`config.mk`:
```
export PLATFORM = sky130hd
export DESIGN_NAME = core_port_scheduler
export DESIGN_NICKNAME = d
export VERILOG_FILES = /design/src/rtl/core_port_scheduler.sv
export SDC_FILE = /design/constraint.sdc
export NUM_CORES = 1
export LEC_CHECK = 0
export ABC_AREA = 1
export ABC_CLOCK_PERIOD_IN_PS = 4170
export CORE_MARGIN = 2
export CORE_UTILIZATION = 45
export DETAILED_ROUTE_END_ITERATION = 16
export PLACE_DENSITY = 0.8
export SYNTH_ARGS = -nofsm -noshare
export SYNTH_HDL_FRONTEND = slang
export SYNTH_SLANG_ARGS = --single-unit
```
`constraint.sdc`:
```
create_clock -name clk -period 4.17 [get_ports clk]
set_input_delay 0.834 -clock clk [delete_from_list [all_inputs] [get_ports clk]]
set_output_delay 0.834 -clock clk [all_outputs]
set_load 0.1 [all_outputs]
```
`src/rtl/core_port_scheduler.sv`:
```
// core_port_scheduler: arbitrates inject/eject tokens onto the shared Hamming codec and tracks router credits.
// Define SCHED_STATS_EN to add per-direction delivery counters with a synchronous clear.
module core_port_scheduler #(
    parameter int CREDITS = 4,
    parameter int TIMEOUT = 16
) (
    input  logic        clk,
    input  logic        rst_n,
    input  logic        inj_valid,
    output logic        inj_ready,
    input  logic        ej_valid,
    output logic        ej_ready,
    output logic        codec_start,
    output logic        codec_mode,
    input  logic        codec_done,
    output logic        rtr_valid,
    input  logic        rtr_ready,
    output logic        bkt_valid,
    input  logic        bkt_ready,
    input  logic        credit_ret,
    output logic [3:0]  credits,
`ifdef SCHED_STATS_EN
    input  logic        stats_clr,
    output logic [15:0] inj_count,
    output logic [15:0] ej_count,
`endif
    output logic        err_timeout
);
    localparam logic [3:0] CRED_MAX = 4'(CREDITS);
    localparam logic [7:0] TMO      = 8'(TIMEOUT);

    typedef enum logic [1:0] {IDLE, GRANT, BUSY, DELIVER} state_t;

    state_t     state, state_nxt;
    logic       sel, sel_nxt;
    logic       last_grant, last_nxt;
    logic [7:0] cnt, cnt_nxt;
    logic [3:0] credits_nxt;
    logic       err_nxt;
    logic       inj_elig, delivered, rtr_fire;

    // sel: 0 = inject/encode, 1 = eject/decode
    assign inj_elig  = inj_valid && (credits != 4'd0);
    assign delivered = (state == DELIVER) && (sel ? bkt_ready : rtr_ready);
    assign rtr_fire  = delivered && !sel;

    always_comb begin
        state_nxt   = state;
        sel_nxt     = sel;
        last_nxt    = last_grant;
        cnt_nxt     = cnt;
        err_nxt     = err_timeout;
        inj_ready   = 1'b0;
        ej_ready    = 1'b0;
        codec_start = 1'b0;
        codec_mode  = (state != IDLE) && sel;
        rtr_valid   = (state == DELIVER) && !sel;
        bkt_valid   = (state == DELIVER) && sel;
        case (state)
            IDLE: begin
                if (inj_elig || ej_valid) begin
                    state_nxt = GRANT;
                    sel_nxt   = (inj_elig && ej_valid) ? !last_grant : ej_valid;
                end
            end
            GRANT: begin
                inj_ready   = !sel;
                ej_ready    = sel;
                codec_start = 1'b1;
                last_nxt    = sel;
                cnt_nxt     = 8'd1;
                state_nxt   = BUSY;
            end
            BUSY: begin
                cnt_nxt = cnt + 8'd1;
                // done on the timeout cycle still completes the transaction
                if (codec_done) begin
                    state_nxt = DELIVER;
                end else if (cnt == TMO) begin
                    state_nxt = IDLE;
                    err_nxt   = 1'b1;
                end
            end
            DELIVER: begin
                if (delivered) state_nxt = IDLE;
            end
            default: state_nxt = IDLE;
        endcase
    end

    assign credits_nxt = (rtr_fire && credit_ret) ? credits :
                         rtr_fire ? credits - 4'd1 :
                         (credit_ret && credits < CRED_MAX) ? credits + 4'd1 : credits;

    always_ff @(posedge clk or negedge rst_n) begin
        if (!rst_n) begin
            state       <= IDLE;
            sel         <= 1'b0;
            last_grant  <= 1'b1;
            cnt         <= 8'd0;
            credits     <= CRED_MAX;
            err_timeout <= 1'b0;
        end else begin
            state       <= state_nxt;
            sel         <= sel_nxt;
            last_grant  <= last_nxt;
            cnt         <= cnt_nxt;
            credits     <= credits_nxt;
            err_timeout <= err_nxt;
        end
    end

`ifdef SCHED_STATS_EN
    always_ff @(posedge clk or negedge rst_n) begin
        if (!rst_n) begin
            inj_count <= 16'd0;
            ej_count  <= 16'd0;
        end else if (stats_clr) begin
            inj_count <= 16'd0;
            ej_count  <= 16'd0;
        end else if (delivered) begin
            inj_count <= inj_count + {15'd0, !sel};
            ej_count  <= ej_count + {15'd0, sel};
        end
    end
`endif
endmodule

```
-- Word-level counts from Yosys, hierarchy flattened
Index checks and enable logic that the tools add are counted.
W data, S select, Z words.
- add/sub/neg operators: 3
- $mul: 0
- div/mod/pow operators: 0
- order comparisons: 1
- eq/ne operators: 7
- shift-type cells: 0
- mux-type cells: 13
- bitwise logic cells: 2
- reductions and logical operators: 21
- operators by type and width (operator ; count):
    $pmux W8 S2 ; 1
    $logic_and A1 B1 Y1 ; 9
    $add A8 B1 Y8 const B ; 1
    $eq A8 B5 Y1 const B ; 1
    $mux W2 ; 4
    $mux W4 ; 2
    $pmux W2 S4 ; 1
    $reduce_and A3 Y1 ; 2
    $reduce_bool A2 Y1 ; 3
    $mux W1 ; 5
    $add A4 B1 Y4 const B ; 1
    $eq A2 B2 Y1 const B ; 2
    $lt A4 B3 Y1 const B ; 1
    $ne A2 B2 Y1 const B ; 2
    $reduce_and A2 Y1 ; 2
    $reduce_bool A4 Y1 ; 1
    $sub A4 B1 Y4 const B ; 1
    $ne A3 B3 Y1 const B ; 1
    $eq A2 B1 Y1 const B ; 1
    $logic_not A1 Y1 ; 2
    $logic_not A2 Y1 ; 1
    $not A1 Y1 ; 2
    $logic_or A1 B1 Y1 ; 1
- flip-flop bits (word level): 17
- bits in latches: 0
- memory bits (writable): 0
- bits in read-only memories: 0
- bits of input ports: 8
- word-level logic and storage cells: 53
- memories: 0

-- Depth between registers and ports, before layout
Gate-level depths: netlist of the first run.
- depth after elaboration: 6
- gate-level depth with buffers: 13
- gate-level depth less buffers: 13

-- Worst setup path after synthesis of the first run
OpenSTA, ideal clock, no wires.
- path kind: register to output
- start: reg state[1]
- end: out inj_ready
- data arrival time: 2.717 ns
- data required time: 3.336 ns
- setup slack: 0.619 ns
- cell stages (with the launch flop): 5
- buffers on the path: 0
- path through: dfrtp_1 > inv_1 > ha_1 > inv_1 > nor2_1
- cells in the longest elaborated chain, start to end: 2
- RTL lines (what ; line ; text):
    start: declaration ; 34 ; state_t state, state_nxt;
    start signal: assignment ; 104 ; state <= state_nxt;
    $eq A2 B1 Y1 ; 59 ; case (state)
    $mux W1 ; 59 ;
    end: declaration ; 10 ; output logic inj_ready,
Every way passes these cells.

-- Worst setup path after layout of the first run
- start: reg state[1]
- end: out ej_ready
- cells in the longest elaborated chain, start to end: 2
- RTL lines (what ; line ; text):
    $eq A2 B1 Y1 ; 59 ;
    $mux W1 ; 59 ;
    end: declaration ; 12 ; output logic ej_ready,
Every way passes these cells.

==> results of run 1 <==
==> layout by cell type, fill, tap and decap left out, types with 2 or more instances in the layout <==
| cell type | synthesis | layout |
|---|---|---|
| sky130_fd_sc_hd__clkdlybuf4s50_1 | 0 | 18 |
| sky130_fd_sc_hd__o21ai_0 | 10 | 10 |
| sky130_fd_sc_hd__dfrtp_1 | 15 | 15 |
| sky130_fd_sc_hd__nand3_1 | 10 | 10 |
| sky130_fd_sc_hd__a21oi_1 | 3 | 3 |
| sky130_fd_sc_hd__dfstp_2 | 2 | 2 |
| sky130_fd_sc_hd__inv_1 | 29 | 29 |
| sky130_fd_sc_hd__clkbuf_4 | 0 | 3 |
| sky130_fd_sc_hd__ha_1 | 8 | 8 |
| sky130_fd_sc_hd__nand2_1 | 46 | 46 |
| sky130_fd_sc_hd__inv_2 | 2 | 2 |
| sky130_fd_sc_hd__nand4_1 | 4 | 4 |
| sky130_fd_sc_hd__nor2_1 | 15 | 15 |
==> logic make-up after synthesis <==
group | after synthesis | synth area share [%]
DFF | 17 | 38.2
and+or+nand+nor | 81 | 32.4
AOI/OAI and AO/OA | 16 | 7.82
adders and majority gates | 8 | 8.94
buffers and inverters | 31 | 10.4
xor gates and xnor gates | 2 | 2.24
==> power by group <==
part	internal [mW]	total (mW)	switching (mW)	leakage [nW]
registers	0.219	0.278	0.0589	0.218
clock network	0.0372	0.0886	0.0514	0.0150
logic	0.181	0.689	0.508	0.488
==> flip-flops by register name, summed over array words and instances (netlist names) <==
signal	flops
cnt	8
credits	4
err_timeout	1
last_grant	1
sel	1
state	2
==> through the flow <==
stage                     hold WS [ns]  setup slack, ns  power, mW
after detailed placement         0.476             1.32      0.968
after global placement           0.468             1.36      0.948
after global routing             0.513            0.868       1.14
final                            0.493             1.00       1.06
after floorplan                  0.455            0.619      0.817
after CTS                        0.493            0.984       1.06
==> area by class of cell <==
type	instances	area share [%]
Inverter	31	8.53
Clock buffer	4	1.93
Tap cell	30	2.75
Timing Repair Buffer	18	13.2
Sequential cell	17	31.4
Multi-Input combinational cell	107	42.2
==> Yosys cell counts <==
master,instances,area [um^2]
sky130_fd_sc_hd__o21ai_0,10,50.1
sky130_fd_sc_hd__xor2_2,1,16.3
sky130_fd_sc_hd__o21ai_1,1,5.00
sky130_fd_sc_hd__nand4_1,4,25.0
sky130_fd_sc_hd__nand3_1,10,50.1
sky130_fd_sc_hd__inv_2,2,7.51
sky130_fd_sc_hd__or2_4,1,8.76
sky130_fd_sc_hd__nor3_2,1,10.0
sky130_fd_sc_hd__nor2_1,15,56.3
sky130_fd_sc_hd__dfstp_2,2,52.6
sky130_fd_sc_hd__dfrtp_1,15,375
sky130_fd_sc_hd__a31o_2,1,8.76
sky130_fd_sc_hd__xor2_1,1,8.76
sky130_fd_sc_hd__o2111ai_1,1,8.76
sky130_fd_sc_hd__ha_1,8,100
sky130_fd_sc_hd__nor3_1,1,5.00
sky130_fd_sc_hd__nor2_2,1,6.26
sky130_fd_sc_hd__nand2_4,1,11.3
sky130_fd_sc_hd__inv_1,29,109
sky130_fd_sc_hd__a21oi_1,3,15.0
sky130_fd_sc_hd__nand2_1,46,173
sky130_fd_sc_hd__nand3_4,1,17.5
==> critical path, delay by kind of cell, from the launching register on <==
kind          cells  cell delay, ns
simple gates      1            0.08
flops             1            0.42
buf+inv           3            1.32
fa+ha+maj         1            0.22
==> worst min-delay path by stage <==
stage | slack [ns] | startpoint | endpoint | cells after the start
floorplan | 0.45 | last_grant | last_grant | 2
global placement | 0.47 | err_timeout | err_timeout | 1
detailed placement | 0.48 | err_timeout | err_timeout | 1
CTS | 0.49 | last_grant | last_grant | 2
global route | 0.51 | last_grant | last_grant | 2
finish | 0.49 | last_grant | last_grant | 2
==> per-layer routing <==
metal | track usage [%] | part of all wire, % | vias up
met1 | 21.7 | 48 | 456
met4 | 7.69 | 1.2 | 0
met5 | 0 | 0 | -
li1 | - | - | 527
met2 | 31.5 | 46 | 23
met3 | 2.50 | 4.7 | 4
==> results by group, run 1 <==
Clocking
  – Clock Latency Late Sink: 0.29 ns
  – Maximum clock path buffer count: 2
  – Clock transition at the registers of the reported paths: 0.09 ns
  – Cell chosen for the clock root: sky130_fd_sc_hd__clkbuf_4
  – Clock buffer count from CTS: 3
  – Cts-stage hold buffer count: 0
  – Number of levels in the clock H-tree: 1
  – Number of gates resized after cts: 0
  – Setup repair bufs after CTS: 0
  – CTS tree: built
  – Sink Count: 17

Power
  – Leakage power total: 0.720 nW
  – Worst IR Drop VDD: 532 uV
  – Pwr Density: 774 nW/um^2

Finish
  – Area of the multi-input gates: 576 um^2
  – Area taken by flip-flops and latches: 428 um^2
  – Area grow syn2layout: 21.8%
  – Area of all placed cells without fillers: 1360 um^2
  – Final standard cell count with taps included and fillers excluded: 207
  – Layout cell share with drive strength beyond 1: 7.91%
  – Post-layout utilization of the core: 56.6%
  – Inserted Diodes: 0
  – Fill count: 226
  – Final-stage net count: 194

Die
  – Chip height: 53.9 um
  – Core box area: 2410 um^2
  – FP Rows: 18
  – Die width: 53.9 um
  – Io pins: 19
  – Die ar.: 2900 um^2
  – Starting density of the core: 46.5%

STA
  – Final max-slew violation count: 0
  – Max frequency: 0.316 GHz
  – Setup TNS: 0 ns
  – Post-route fraction of the period consumed by the critical path: 76.0%
  – Setup violations, final: 0
  – Hold violation total from the final report: 0
  – Actual transition at the worst max-transition pin: 0.964 ns
  – Post-layout min period: 3.17 ns
  – Slew HR: 35.6%
  – Maximum clock skew at final layout: 0.00533 ns
  – Setup repair after global routing missed its margin: no

GRT
  – All-layer global routing usage: 17.9%
  – Vias in the first global route: 944
  – Pin count of the biggest net entering global routing: 18
  – Overflow left after global routing: 0
  – Initial antenna violation count: 0
  – Wire length of the first global-routing pass: 3780 um

Worst setup path
  – Kind of critical path: reg2out
  – Data required, critical path: 3.34 ns
  – Slowest stage cell, crit path: sky130_fd_sc_hd__clkdlybuf4s50_1
  – Reg-to-reg setup timing slack: 2.50 ns
  – Startpoint of the most critical register-to-register path: state[0]
  – Origin of the worst setup path: state[1]
  – CP arrival: 2.33 ns
  – End point of the critical path: ej_ready
  – Critical path's most frequent cell: sky130_fd_sc_hd__inv_1
  – Max FO, Critical Path: 5
  – Cells traversed along the worst timing path: inv_1 -> ha_1 -> nand2_1 -> inv_1 -> clkdlybuf4s50_1
  – Setup crit end kind: output port
  – Startpoint class of the critical path: register
  – Number of cells traversed by the worst register-to-register path: 13
  – Delay contributed by the slowest stage of the critical path: 1.12 ns
  – Capture instance of the worst register-to-register path: credits[2]

Run
  – Number of maximum-capacitance violations: 0

Yosys
  – Synth warn: 0
  – Synthesized area: 1120 um^2
  – Flops & latches, synth: 17
  – Net count after synthesis: 171
  – Syn Inst Count: 155
  – Part of the Yosys area used for sequential elements: 38.2%
  – Average cell area after synthesis: 7.22 um^2
  – Yosys cell types: 22

Place
  – Routability congestion estimate from global placement: 0.814
  – IO buf count: 18
  – Placement Cell Area: 1340 um^2
  – Cells after DPL: 203
  – DP Wirelength: 1720 um

Route
  – Detailed-route wire length: 2170 um
  – ANT nets after route: 0
  – DRC Markers: 0
  – Detailed-router iteration count before antenna repair: 4
  – Total via count after detailed routing: 1010
  – Routed wire per std cell: 10.5 um
  – Detailed-route vias per instance: 4.88
  – Iteration-0 DRC count of the detailed router: 11

Status
  – Status: finished, final reports clean

Worst hold path
  – Class of the most critical hold timing path: reg2reg
(Power assumes the default switching activity.)
==> run 2, diff against run 1 <==
--- a/config.mk
+++ b/config.mk
@@ -6,11 +6,11 @@
 export NUM_CORES = 1
 export LEC_CHECK = 0
 export ABC_AREA = 1
-export ABC_CLOCK_PERIOD_IN_PS = 4170
+export ABC_CLOCK_PERIOD_IN_PS = 2800
 export CORE_MARGIN = 2
 export CORE_UTILIZATION = 45
 export DETAILED_ROUTE_END_ITERATION = 16
-export PLACE_DENSITY = 0.8
+export PLACE_DENSITY = 0.83
 export SYNTH_ARGS = -nofsm -noshare
 export SYNTH_HDL_FRONTEND = slang
 export SYNTH_SLANG_ARGS = --single-unit
==> constraint.sdc (replaced) <==
create_clock -name clk -period 2.8 [get_ports clk]
set_input_delay 0.56 -clock clk [delete_from_list [all_inputs] [get_ports clk]]
set_output_delay 0.56 -clock clk [all_outputs]
set_load 0.1 [all_outputs]
==> results by group, run 2 (synthesized netlist as in run 1, its figures left out) <==
Route
  – Routed wire per std cell: 10.7 um (was 10.5 um)
  – DRC Markers: 0 (unchanged)
  – ANT nets after route: 0 (unchanged)
  – Detailed-route wire length: 2220 um (was 2170 um)
  – Total via count after detailed routing: 1003 (was 1010)
  – Detailed-router iteration count before antenna repair: 4 (unchanged)
  – Iteration-0 DRC count of the detailed router: 16 (was 11)
  – Detailed-route vias per instance: 4.85 (was 4.88)

Power
  – Leakage power total: 0.739 nW (was 0.720 nW)
  – Worst IR Drop VDD: 879 uV (was 532 uV)
  – Post-layout total power: 1.56 mW (was 1.06 mW)
  – Pwr Density: 1160 nW/um^2 (was 774 nW/um^2)

Worst setup path
  – Delay contributed by the slowest stage of the critical path: 0.43 ns (was 1.12 ns)
  – Number of cells traversed by the worst register-to-register path: 13 (unchanged)
  – Cell family with most CP delay: buffers and inverters (unchanged)
  – End point of the critical path: ej_ready (unchanged)
  – Reg-to-reg setup timing slack: 1.12 ns (was 2.50 ns)
  – Capture instance of the worst register-to-register path: credits[2] (unchanged)
  – Setup crit end kind: output port (unchanged)
  – Origin of the worst setup path: state[1] (unchanged)
  – Cells traversed along the worst timing path: inv_1 -> ha_1 -> nand2_1 -> inv_1 -> buf_4 (was inv_1 -> ha_1 -> nand2_1 -> inv_1 -> clkdlybuf4s50_1)
  – Data required, critical path: 2.24 ns (was 3.34 ns)
  – Slowest stage cell, crit path: sky130_fd_sc_hd__dfrtp_1 (was sky130_fd_sc_hd__clkdlybuf4s50_1)
  – Critical path's most frequent cell: sky130_fd_sc_hd__inv_1 (unchanged)
  – Startpoint class of the critical path: register (unchanged)
  – CP arrival: 1.52 ns (was 2.33 ns)
  – Max FO, Critical Path: 5 (unchanged)
  – Kind of critical path: reg2out (unchanged)
  – Startpoint of the most critical register-to-register path: state[0] (unchanged)
  – Number of gates on the worst path with buffers counted: 5 (unchanged)
  – Number of buffers and inverters on the critical path: 3 (unchanged)

Clocking
  – Clock Latency Late Sink: 0.29 ns (about the same)
  – Number of levels in the clock H-tree: 1 (unchanged)
  – Setup repair bufs after CTS: 0 (unchanged)
  – Clock buffer count from CTS: 3 (unchanged)
  – Number of gates resized after cts: 0 (unchanged)
  – Cell chosen for the clock root: sky130_fd_sc_hd__clkbuf_4 (unchanged)
  – Maximum clock path buffer count: 2 (unchanged)
  – Cts-stage hold buffer count: 0 (unchanged)
  – Clock transition at the registers of the reported paths: 0.10 ns (was 0.09 ns)
  – Sink Count: 17 (unchanged)
  – CTS tree: built (unchanged)

Die
  – Die ar.: 2900 um^2 (unchanged)
  – Die width: 53.9 um (unchanged)
  – FP Rows: 18 (unchanged)
  – Io pins: 19 (unchanged)
  – Chip height: 53.9 um (unchanged)
  – Core box area: 2410 um^2 (unchanged)
  – Starting density of the core: 46.5% (unchanged)

STA
  – Final max-slew violation count: 0 (unchanged)
  – Hold violation total from the final report: 0 (unchanged)
  – Setup repair after global routing missed its margin: no (unchanged)
  – Actual transition at the worst max-transition pin: 0.777 ns (was 0.964 ns)
  – Max frequency: 0.480 GHz
  – Slew HR: 48.0% (was 35.6%)
  – Maximum clock skew at final layout: 0.00830 ns (was 0.00533 ns)
  – Post-layout min period: 2.08 ns
  – Setup TNS: 0 ns (unchanged)
  – Setup violations, final: 0 (unchanged)
  – Post-route fraction of the period consumed by the critical path: 74.4%

Status
  – Status: finished, final reports clean (unchanged)

Finish
  – Layout cell share with drive strength beyond 1: 15.8% (was 7.91%)
  – Commonest cells after routing, fill and taps aside: sky130_fd_sc_hd__nand2_1 (46), sky130_fd_sc_hd__inv_1 (29), sky130_fd_sc_hd__dfrtp_1 (15) (was sky130_fd_sc_hd__nand2_1 (46), sky130_fd_sc_hd__inv_1 (29), sky130_fd_sc_hd__clkdlybuf4s50_1 (18))
  – Most frequent standard cell in the layout excluding fill and tap cells: sky130_fd_sc_hd__nand2_1 (unchanged)
  – Final-stage net count: 194 (unchanged)
  – Largest registers ranked by flip-flop count: cnt: 8 flops, credits: 4 flops, state: 2 flops (unchanged)
  – Largest register by flop count: cnt (unchanged)
  – Flip-flop count of the largest register after layout: 8 (unchanged)
  – Area grow syn2layout: 19.9% (was 21.8%)
  – Inserted Diodes: 0 (unchanged)

Place
  – DP Wirelength: 1770 um (was 1720 um)
  – Routability congestion estimate from global placement: 0.764 (was 0.814)
  – IO buf count: 18 (unchanged)

Worst hold path
  – Class of the most critical hold timing path: reg2reg (unchanged)

GRT
  – Wire length of the first global-routing pass: 3600 um (was 3780 um)
  – Overflow left after global routing: 0 (unchanged)
  – Vias in the first global route: 945 (was 944)
  – Pin count of the biggest net entering global routing: 18 (unchanged)
  – Initial antenna violation count: 0 (unchanged)
  – All-layer global routing usage: 17.3% (was 17.9%)

Run
  – Number of maximum-capacitance violations: 0 (unchanged)
==> run 2: cell count changes in the layout (fill, tap and decap cells not counted) <==
cell,delta
sky130_fd_sc_hd__buf_4,+11
sky130_fd_sc_hd__clkdlybuf4s50_1,-11
sky130_fd_sc_hd__nor2_1,-2
sky130_fd_sc_hd__nor2_2,+2
sky130_fd_sc_hd__clkbuf_1,-1
sky130_fd_sc_hd__clkinv_2,+1
==> run 2: cell type report <==
cell class                 instances  area, um^2
tap                               30        37.5
clock inverter                     1        5.00
fill                             238        1070
inverter                          31         116
multi-input combinational        107         581
sequential                        17         428
clock buffer                       3        22.5
timing repair buffer              18         153
==> run 2: how the worst min path moves through the flow <==
stage / startpoint / endpoint / depth (start not counted)
final: err_timeout / err_timeout / 1
after global placement: err_timeout / err_timeout / 1
after floorplan: rst_n / cnt[0] / 0
after CTS: err_timeout / err_timeout / 1
after detailed placement: err_timeout / err_timeout / 1
after global routing: err_timeout / err_timeout / 1
==> run 2: stage by stage <==
stage                     util (%)  hold slack (ns)  instance area, um^2  std cells  setup WS [ns]
final                         55.7            0.496                 1340        207          0.716
after global routing          55.7            0.537                 1340        207          0.580
after CTS                     55.7            0.510                 1340        207          0.700
after detailed placement      54.6            0.486                 1320        203          0.851
after global placement        54.6            0.480                 1320        203          0.936
after floorplan                  -            0.264                 1120        155        -0.0525
==> run 2: where the power goes <==
group	switching, mW	leakage, nW	internal, mW
combinational	0.757	0.504	0.250
sequential	0.0933	0.218	0.326
clock	0.0773	0.0177	0.0531
total	0.927	0.739	0.629
==> run 2: per-layer routing <==
| layer | up-vias | track usage [%] | wire, um | share of wire [%] |
|---|---|---|---|---|
| met2 | 18 | 32.7 | 1120 | 50 |
| met1 | 455 | 18.4 | 976 | 44 |
| met5 | - | 0 | 0 | 0 |
| li1 | 527 | - | - | - |
| met3 | 3 | 3.61 | 98 | 4.4 |
| met4 | 0 | 6.41 | 23 | 1.0 |
==> run 2: worst reg2reg max path, stage by stage, from the launching register on <==
cell and delay [ns]:
sky130_fd_sc_hd__dfrtp_1 0.43, sky130_fd_sc_hd__ha_1 0.28, sky130_fd_sc_hd__inv_1 0.07, sky130_fd_sc_hd__nor2_2 0.11, sky130_fd_sc_hd__nand3_1 0.10, sky130_fd_sc_hd__nand2_1 0.07
sky130_fd_sc_hd__inv_1 0.04, sky130_fd_sc_hd__ha_1 0.16, sky130_fd_sc_hd__inv_1 0.05, sky130_fd_sc_hd__nand2_1 0.07, sky130_fd_sc_hd__inv_1 0.07, sky130_fd_sc_hd__nand2_1 0.05
sky130_fd_sc_hd__nand3_1 0.06, sky130_fd_sc_hd__nand2_1 0.06
==> run 3, diff against run 2 <==
--- a/config.mk
+++ b/config.mk
@@ -6,7 +6,7 @@
 export NUM_CORES = 1
 export LEC_CHECK = 0
 export ABC_AREA = 1
-export ABC_CLOCK_PERIOD_IN_PS = 2800
+export ABC_CLOCK_PERIOD_IN_PS = 1700
 export CORE_MARGIN = 2
 export CORE_UTILIZATION = 45
 export DETAILED_ROUTE_END_ITERATION = 16
==> constraint.sdc (replaced) <==
create_clock -name clk -period 1.7 [get_ports clk]
set_input_delay 0.34 -clock clk [delete_from_list [all_inputs] [get_ports clk]]
set_output_delay 0.34 -clock clk [all_outputs]
set_load 0.1 [all_outputs]
==> results by group, run 3 (synthesized netlist as in run 1, its figures left out) <==
Die
  – Io pins: 19 (unchanged)
  – Die width: 53.9 um (unchanged)
  – Die ar.: 2900 um^2 (unchanged)
  – Chip height: 53.9 um (unchanged)
  – Core box area: 2410 um^2 (unchanged)
  – Starting density of the core: 46.5% (unchanged)
  – FP Rows: 18 (unchanged)

Place
  – Routability congestion estimate from global placement: 0.771 (was 0.764)
  – IO buf count: 18 (unchanged)
  – DP Wirelength: 1930 um (was 1770 um)

Finish
  – Layout cell share with drive strength beyond 1: 29.7% (was 15.8%)
  – Final-stage net count: 202 (was 194)
  – Fill count: 185 (was 238)
  – Largest registers ranked by flip-flop count: cnt: 8 flops, credits: 4 flops, state: 2 flops (unchanged)
  – Area grow syn2layout: 44.6% (was 19.9%)
  – Flip-flop count of the largest register after layout: 8 (unchanged)
  – Inserted Diodes: 0 (unchanged)
  – Most frequent standard cell in the layout excluding fill and tap cells: sky130_fd_sc_hd__nand2_1 (unchanged)
  – Largest register by flop count: cnt (unchanged)
  – Commonest cells after routing, fill and taps aside: sky130_fd_sc_hd__nand2_1 (42), sky130_fd_sc_hd__inv_1 (22), sky130_fd_sc_hd__dfrtp_1 (13) (was sky130_fd_sc_hd__nand2_1 (46), sky130_fd_sc_hd__inv_1 (29), sky130_fd_sc_hd__dfrtp_1 (15))

Route
  – ANT nets after route: 0 (unchanged)
  – DRC Markers: 0 (unchanged)
  – Detailed-router iteration count before antenna repair: 4 (unchanged)
  – Routed wire per std cell: 11.9 um (was 10.7 um)
  – Detailed-route wire length: 2550 um (was 2220 um)
  – Iteration-0 DRC count of the detailed router: 8 (was 16)
  – Detailed-route vias per instance: 5.01 (was 4.85)
  – Total via count after detailed routing: 1078 (was 1003)

GRT
  – Overflow left after global routing: 0 (unchanged)
  – Vias in the first global route: 1031 (was 945)
  – Pin count of the biggest net entering global routing: 18 (unchanged)
  – All-layer global routing usage: 19.5% (was 17.3%)
  – Wire length of the first global-routing pass: 4060 um (was 3600 um)
  – Initial antenna violation count: 0 (unchanged)

Worst setup path
  – Number of buffers and inverters on the critical path: 3 (unchanged)
  – Slowest stage cell, crit path: sky130_fd_sc_hd__dfrtp_2 (was sky130_fd_sc_hd__dfrtp_1)
  – Cells traversed along the worst timing path: buf_6 -> ha_4 -> inv_2 -> nor2_4 -> buf_12 (was inv_1 -> ha_1 -> nand2_1 -> inv_1 -> buf_4)
  – Kind of critical path: reg2out (unchanged)
  – Cell family with most CP delay: flip-flops (was buffers and inverters)
  – Startpoint class of the critical path: register (unchanged)
  – Max FO, Critical Path: 4 (was 5)
  – Delay contributed by the slowest stage of the critical path: 0.43 ns (about the same)
  – Setup crit end kind: output port (unchanged)
  – CP arrival: 1.37 ns (was 1.52 ns)
  – Data required, critical path: 1.36 ns (was 2.24 ns)

Status
  – Violations in the final reports: setup timing
  – Status: finished with violations (was finished, final reports clean)

Run
  – Number of maximum-capacitance violations: 0 (unchanged)

STA
  – Maximum clock skew at final layout: 0.00329 ns (was 0.00830 ns)
  – Setup TNS: -0.0104 ns (was 0 ns)
  – Hold violation total from the final report: 0 (unchanged)
  – Hold slack: 0.357 ns (was 0.496 ns)
  – Slew HR: 75.3% (was 48.0%)
  – Setup violations, final: 1 (was 0)
  – Post-route fraction of the period consumed by the critical path: 101%
  – Worst path setup slack after routing: -0.0104 ns (was 0.716 ns)
  – Max frequency: 0.585 GHz
  – Post-layout min period: 1.71 ns
  – Final max-slew violation count: 0 (unchanged)
  – Setup repair after global routing missed its margin: yes (was no)
  – Actual transition at the worst max-transition pin: 0.370 ns (was 0.777 ns)

Clocking
  – Sink Count: 17 (unchanged)
  – Clock buffer count from CTS: 3 (unchanged)
  – Cell chosen for the clock root: sky130_fd_sc_hd__clkbuf_4 (unchanged)
  – Maximum clock path buffer count: 2 (unchanged)
  – Clock transition at the registers of the reported paths: 0.09 ns (was 0.10 ns)
  – CTS tree: built (unchanged)
  – Cts-stage hold buffer count: 0 (unchanged)
  – Number of levels in the clock H-tree: 1 (unchanged)
  – Clock Latency Late Sink: 0.29 ns (about the same)

Power
  – Leakage power total: 0.800 nW (was 0.739 nW)
  – Pwr Density: 1960 nW/um^2 (was 1160 nW/um^2)
  – Worst IR Drop VDD: 1440 uV (was 879 uV)

Worst hold path
  – Class of the most critical hold timing path: in2async (was reg2reg)
[run 3: cell count changes in the layout (fill, tap and decap cells not counted), moves of 3 or more]
cell	delta
sky130_fd_sc_hd__buf_12	+11
sky130_fd_sc_hd__inv_1	-7
sky130_fd_sc_hd__inv_2	+5
sky130_fd_sc_hd__buf_4	-4
sky130_fd_sc_hd__ha_1	-4
sky130_fd_sc_hd__nand2_1	-4
sky130_fd_sc_hd__nand2_2	+4
sky130_fd_sc_hd__nor2_4	+3
[run 3: where the power goes]
group	internal [mW]	switching, mW	leakage, nW
Combinational	0.823	1.40	0.569
Clock	0.0914	0.122	0.0150
Sequential	0.541	0.198	0.215
[run 3: metrics by stage]
stage | instances | setup slack [ns] | instance area (um^2) | total power, mW | util (%)
after floorplan | 155 | -0.218 | 1180 | 2.13 | -
after global placement | 205 | 0.0333 | 1520 | 2.73 | 63.2
after detailed placement | 205 | -0.0852 | 1520 | 2.80 | 63.2
after CTS | 213 | -0.00690 | 1590 | 3.11 | 65.9
after global routing | 215 | -0.0613 | 1620 | 3.39 | 67.2
final | 215 | -0.0104 | 1620 | 3.17 | 67.2
[run 3: worst reg2reg max path, stage by stage (launching register included)]
cell and delay, ns:
sky130_fd_sc_hd__dfrtp_2 0.43, sky130_fd_sc_hd__buf_6 0.12, sky130_fd_sc_hd__ha_4 0.16, sky130_fd_sc_hd__inv_2 0.05
sky130_fd_sc_hd__nor2_4 0.14, sky130_fd_sc_hd__nand3_2 0.11, sky130_fd_sc_hd__nand2_1 0.07, sky130_fd_sc_hd__inv_1 0.04
sky130_fd_sc_hd__ha_2 0.16, sky130_fd_sc_hd__inv_2 0.05, sky130_fd_sc_hd__nand2_2 0.05, sky130_fd_sc_hd__inv_2 0.05
sky130_fd_sc_hd__nand2_2 0.06, sky130_fd_sc_hd__nand3_2 0.10, sky130_fd_sc_hd__nand2_2 0.05
[run 3: timing repair]
| item | 4_1_cts | 5_1_grt |
|---|---|---|
| gates resized for setup | 6 | 8 |
| buffers inserted | 4 | 2 |
| pin swaps | 1 | 6 |
| setup endpoints to repair | 4 | 6 |
[run 3: final cells by class]
| cell class | count | area [um^2] | area share, % |
|---|---|---|---|
| sequential | 17 | 430 | 26.6 |
| multi-input combinational | 107 | 648 | 40.0 |
| clock buffer | 4 | 26.3 | 1.62 |
| inverter | 31 | 123 | 7.57 |
| tap | 30 | 37.5 | 2.32 |
| timing repair buffer | 26 | 354 | 21.9 |
[run 3: per-layer routing]
layer / vias to the layer above / global-route usage (%) / wire, um
li1: 538 / - / -
met1: 500 / 19.8 / 1010
met2: 29 / 38.2 / 1370
met3: 11 / 1.94 / 73
met4: 0 / 10.3 / 106
met5: - / 0 / 0
[run 3: worst paths after layout]
kind	from	endpoint	slack [ns]	cells past startpoint
setup / recovery	state[0]	rtr_valid	-0.01	5
hold / removal	rst_n	sel	0.36	2
setup reg to reg	state[0]	credits[2]	0.02	14
hold reg to reg	last_grant	last_grant	0.51	2
max in group asynchronous	rst_n	credits[2]	1.09	2
min in group clk	last_grant	last_grant	0.51	2
==> variant 1: new RTL, flow settings as in run 3 <==
Re-encode `state_t` (4 states) as Gray code, 2 bits wide.
--- a/src/rtl/core_port_scheduler.sv
+++ b/src/rtl/core_port_scheduler.sv
@@ -29,7 +29,7 @@
     localparam logic [3:0] CRED_MAX = 4'(CREDITS);
     localparam logic [7:0] TMO      = 8'(TIMEOUT);
 
-    typedef enum logic [1:0] {IDLE, GRANT, BUSY, DELIVER} state_t;
+    typedef enum logic [1:0] {IDLE = 2'b00, GRANT = 2'b01, BUSY = 2'b11, DELIVER = 2'b10} state_t;
 
     state_t     state, state_nxt;
     logic       sel, sel_nxt;
Behaviour: no difference found for any inputs over 10 cycles, from zero or initial values and one cycle with rst_n low; not proved beyond that.
==> variant 1 against run 3 <==
  * Design area decreased by 7.0%
  * Critical path depth decreased by 1
  * Routed wire length decreased by 2.8%
  * Synthesized area decreased by 6.0%
  * Worst setup slack improved by 0.085 ns
  * Non-clock buffer count unchanged
  * Sequential cell count unchanged
  * Largest cell class unchanged
Power is left out: the tool's default activity adds up to more than one toggle a clock period on the data nets, which glitch-free logic cannot reach.
==> variant 1: results <==
group,metric,value,unit
status,outcome,"finished, final reports clean",
grt,grt_use_total,0.212,
synth,ys_top_cells_by_count,"35 x nand2_1, 22 x inv_1, 19 x nor2_1",
drt,vias,1024,
critical_path,r2r_cells,13,
cells_and_area,nets,187,
critical_path,r2r_slack,0.17,ns
placed_design,dp_hpwl,1980,um
critical_path,worst_r2r_startpoint,"state[1]",
placed_design,place_area,0.00145,mm2
synth,seq_area_frac_synth,0.407,
sta,fin_skew,0.00498,ns
drt,wl_per_cell,12.2,um
critical_path,worstSetupEndpoint,"inj_ready",
synth,syn-num-nets,157,
sta,worstMarginPinSlew,0.293,ns
critical_path,crit_path_max_fanout,5,
grt,grt_pass1_vias,1063,
sta,setup_viol,0,
critical_path,cp_top_family,"flip-flops",
cts,cts_made_buffers,3,
cells_and_area,post_route_cells_drive_above_1_share,0.286,
grt,grt_pass1_wl,4330,um
critical_path,slowest_delay,0.47,ns
placed_design,gp_congestion,0.790,
==> variant 1: changes by cell type in the layout (fill, tap and decap cells not counted), moves of 3 or more <==
cell	run 3	this run
inv_2	7	3
nand2_1	42	35
nand3_1	8	13
nand4_1	4	0
a31oi_1	0	3
nor2_4	3	8
==> variant 1: what timing repair did <==
item | 4_1_cts | 5_1_grt
pin swaps | 0 | 1
buffers inserted | 1 | 3
setup endpoints to repair | 4 | 3
resized for setup | 3 | 0
==> variant 1: worst min-delay path by stage <==
stage | from | endpoint
after global routing | rst_n | sel
final | rst_n | credits[3]
after detailed placement | cnt[6] | cnt[6]
after global placement | last_grant | last_grant
after CTS | rst_n | credits[3]
after floorplan | rst_n | cnt[0]
==> variant 1: cell type report <==
| type | instances | area [um2] |
|---|---|---|
| clock buffers | 4 | 26.3 |
| fillers | 180 | 706 |
| inverters | 25 | 96.3 |
| multi-input cells | 103 | 566 |
| flip-flops and latches | 17 | 433 |
| well taps | 28 | 35.0 |
| repair buffers | 26 | 350 |
==> variant 1: metal layers <==
layer / up-vias / routed length (um) / global-route usage
met5: - / 0 / 0
met2: 23 / 1380 / 0.417
met3: 6 / 81 / 0.0314
li1: 520 / - / -
met4: 0 / 37 / 0.0726
met1: 475 / 985 / 0.224
==> variant 1: stage by stage <==
| step | hold WS (ns) | TNS [ns] | std cells | setup slack (ns) | util |
|---|---|---|---|---|---|
| after floorplan | 0.0444 | -0.785 | 146 | -0.319 | - |
| after global placement | 0.491 | -0.0182 | 195 | -0.0182 | 0.654 |
| after detailed placement | 0.506 | -0.188 | 195 | -0.144 | 0.654 |
| after CTS | 0.376 | 0 | 200 | 0.00404 | 0.671 |
| after global routing | 0.381 | 0 | 203 | 0.00346 | 0.681 |
| final | 0.370 | 0 | 203 | 0.0749 | 0.681 |
==> variant 1: kinds of logic (layout without fill, tap and decap cells) <==
kind of cell,count (synthesis),count (layout),share of synthesized area
xor+xnor,1,1,0.00832
buf+inv,26,55,0.0963
compound gates,19,19,0.101
fa+ha+maj,3,3,0.0357
flops,17,17,0.407
simple gates,80,80,0.352
==> variant 2: new RTL, settings of run 3 <==
Without the edit above. The parameter `TIMEOUT` goes from 16 to 8.
--- a/src/rtl/core_port_scheduler.sv
+++ b/src/rtl/core_port_scheduler.sv
@@ -2,7 +2,7 @@
 // Define SCHED_STATS_EN to add per-direction delivery counters with a synchronous clear.
 module core_port_scheduler #(
     parameter int CREDITS = 4,
-    parameter int TIMEOUT = 16
+    parameter int TIMEOUT = 8
 ) (
     input  logic        clk,
     input  logic        rst_n,
Behaviour: no difference found for any inputs over 10 cycles, from zero or initial values and one cycle with rst_n low; that may be too few to reach the edited logic, so the function may still have changed.
==> variant 2 against run 3 <==
  * The run still ends with setup timing left
  * Worst setup slack gained 0.0071 ns
  * Final cell count grew 1.9%
  * Synthesized area grew 1.6%
  * Sequential cell count is the same
  * Maximum frequency grew 0.42%
  * Routed wire length shrank 4.6%
  * Design area grew 3.6%
  * Power grew 1.1%
  * Core utilization grew 1.7 points
  * Critical endpoint unchanged
  * Largest power group unchanged
==> variant 2: results <==
group,metric,value,unit
status,outcome,"finished with violations",
status,violations,"setup timing",
grt,grt_max_degree,18,
grt,grt_use_met2,0.351,
grt,antenna_found_initial,0,
cts,htreeDepth,1,
critical_path,r2r_cells,14,
placed_design,place_inst,206,
cts,cts_buffer_depth,2,
cts,cts_made_buffers,3,
grt,grt_pass1_vias,1019,
critical_path,arrival,1.36,ns
grt,use_met1,0.217,
grt,gr-total-overflow,0,
power,peakVddDrop,0.00169,V
hold_path,min_path_type,"in -> async",
cts,worstSkewPairLatency,0.29,ns
cells_and_area,post_route_cells_drive_above_1_share,0.312,
synth,yosysWarnings,0,
drt,vias,1090,
cts,cts_root_buf,"clkbuf_4",
sta,fin_skew,0.00513,ns
sta,layout_setup_ws,-0.00331,ns
synth,netlist_instances,155,
sta,hold_slack,0.360,ns
cells_and_area,diodes,0,
drt,dr.first_iter.drc_count,24,
synth,seq_area_frac_synth,0.376,
synth,synthTopCellsByArea,"dfrtp_1 33%, nand2_1 15%, inv_1 9.2%, ha_1 8.8%, nor2_1 5.3%",
synth,async_reset_ff_frac,1.00,
critical_path,worst_r2r_startpoint,"state[1]",
placed_design,port_buffers,18,
drt,drt_first_pass_iters,4,
synth,ys_top_cells_by_count,"45 x nand2_1, 28 x inv_1, 16 x nor2_1",
grt,grt_pass1_wl,4010,um
placed_design,dp_hpwl,1850,um
power,p_leak,0.831,nW
placed_design,gp_congestion,0.854,
grt,met3_usage,0.0164,
sta,worstMarginPinSlew,0.371,ns
synth,synth_cell_types,23,
sta,fin_setup_tns,-0.00331,ns
sta,setup_viol,1,
critical_path,r2r_slack,0.09,ns
cells_and_area,largestRegisters,"cnt: 8 flops, credits: 4 flops, state: 2 flops",
synth,syn-num-nets,171,
critical_path,crit_path_max_fanout,4,
critical_path,worstReg2RegEnd,"credits[2]",
drt,wirelength,2430,um
cells_and_area,final_cells,219,
cts,clk_pin_slew_worst_paths,0.09,ns
cells_and_area,fillers,185,
grt,grt_use_total,0.187,
==> variant 2: layer usage <==
| metal | vias to the layer above | routed length [um] |
|---|---|---|
| li1 | 548 | - |
| met1 | 514 | 1010 |
| met2 | 24 | 1310 |
| met3 | 4 | 91 |
| met4 | 0 | 25 |
| met5 | - | 0 |
==> variant 2: where the power goes <==
group	total [mW]	leakage, nW	switching [mW]	internal, mW
logic	2.26	0.601	1.39	0.874
registers	0.734	0.215	0.196	0.538
clock network	0.210	0.0150	0.118	0.0913
total	3.21	0.831	1.70	1.50
==> variant 2: layout make-up <==
type / count / share of cell area
tap: 30 / 0.0224
clock buffer: 4 / 0.0157
inverter: 30 / 0.0724
sequential: 17 / 0.257
multi-input combinational: 108 / 0.396
timing repair buffer: 30 / 0.237
==> variant 2: cell families after synthesis <==
| logic type | synth area share |
|---|---|
| DFF | 0.376 |
| AOI/OAI and AO/OA | 0.0825 |
| and+or+nand+nor | 0.340 |
| xor gates and xnor gates | 0.0143 |
| adders and majority gates | 0.0880 |
| buffers and inverters | 0.0990 |
==> variant 2: what timing repair did <==
action	CTS	global route
setup buffers	4	5
pin swaps	1	3
setup endpoints to repair	4	6
resized for setup	6	8
==> variant 2: metrics by stage <==
stage | utilization | cell area, um2 | setup WS [ns]
2_1_floorplan | - | 1200 | -0.208
3_3_place_gp | 0.636 | 1550 | 0.0706
3_5_place_dp | 0.636 | 1550 | 0.00735
4_1_cts | 0.663 | 1610 | -0.00670
5_1_grt | 0.689 | 1680 | -0.0675
6_report | 0.689 | 1680 | -0.00331
==> variant 2: critical path: stages (launching register included) <==
cell and delay, ns:
dfrtp_2 0.43, buf_6 0.12, ha_4 0.16, inv_4 0.04
nor2_4 0.14, buf_12 0.19
==> variant 2: worst max path at each step <==
stage / startpoint / endpoint
6_report: state[0] / rtr_valid
5_1_grt: state[0] / rtr_valid
4_1_cts: state[1] / inj_ready
3_5_place_dp: state[1] / cnt[6]
3_3_place_gp: rtr_ready / credits[2]
2_1_floorplan: state[0] / credits[2]
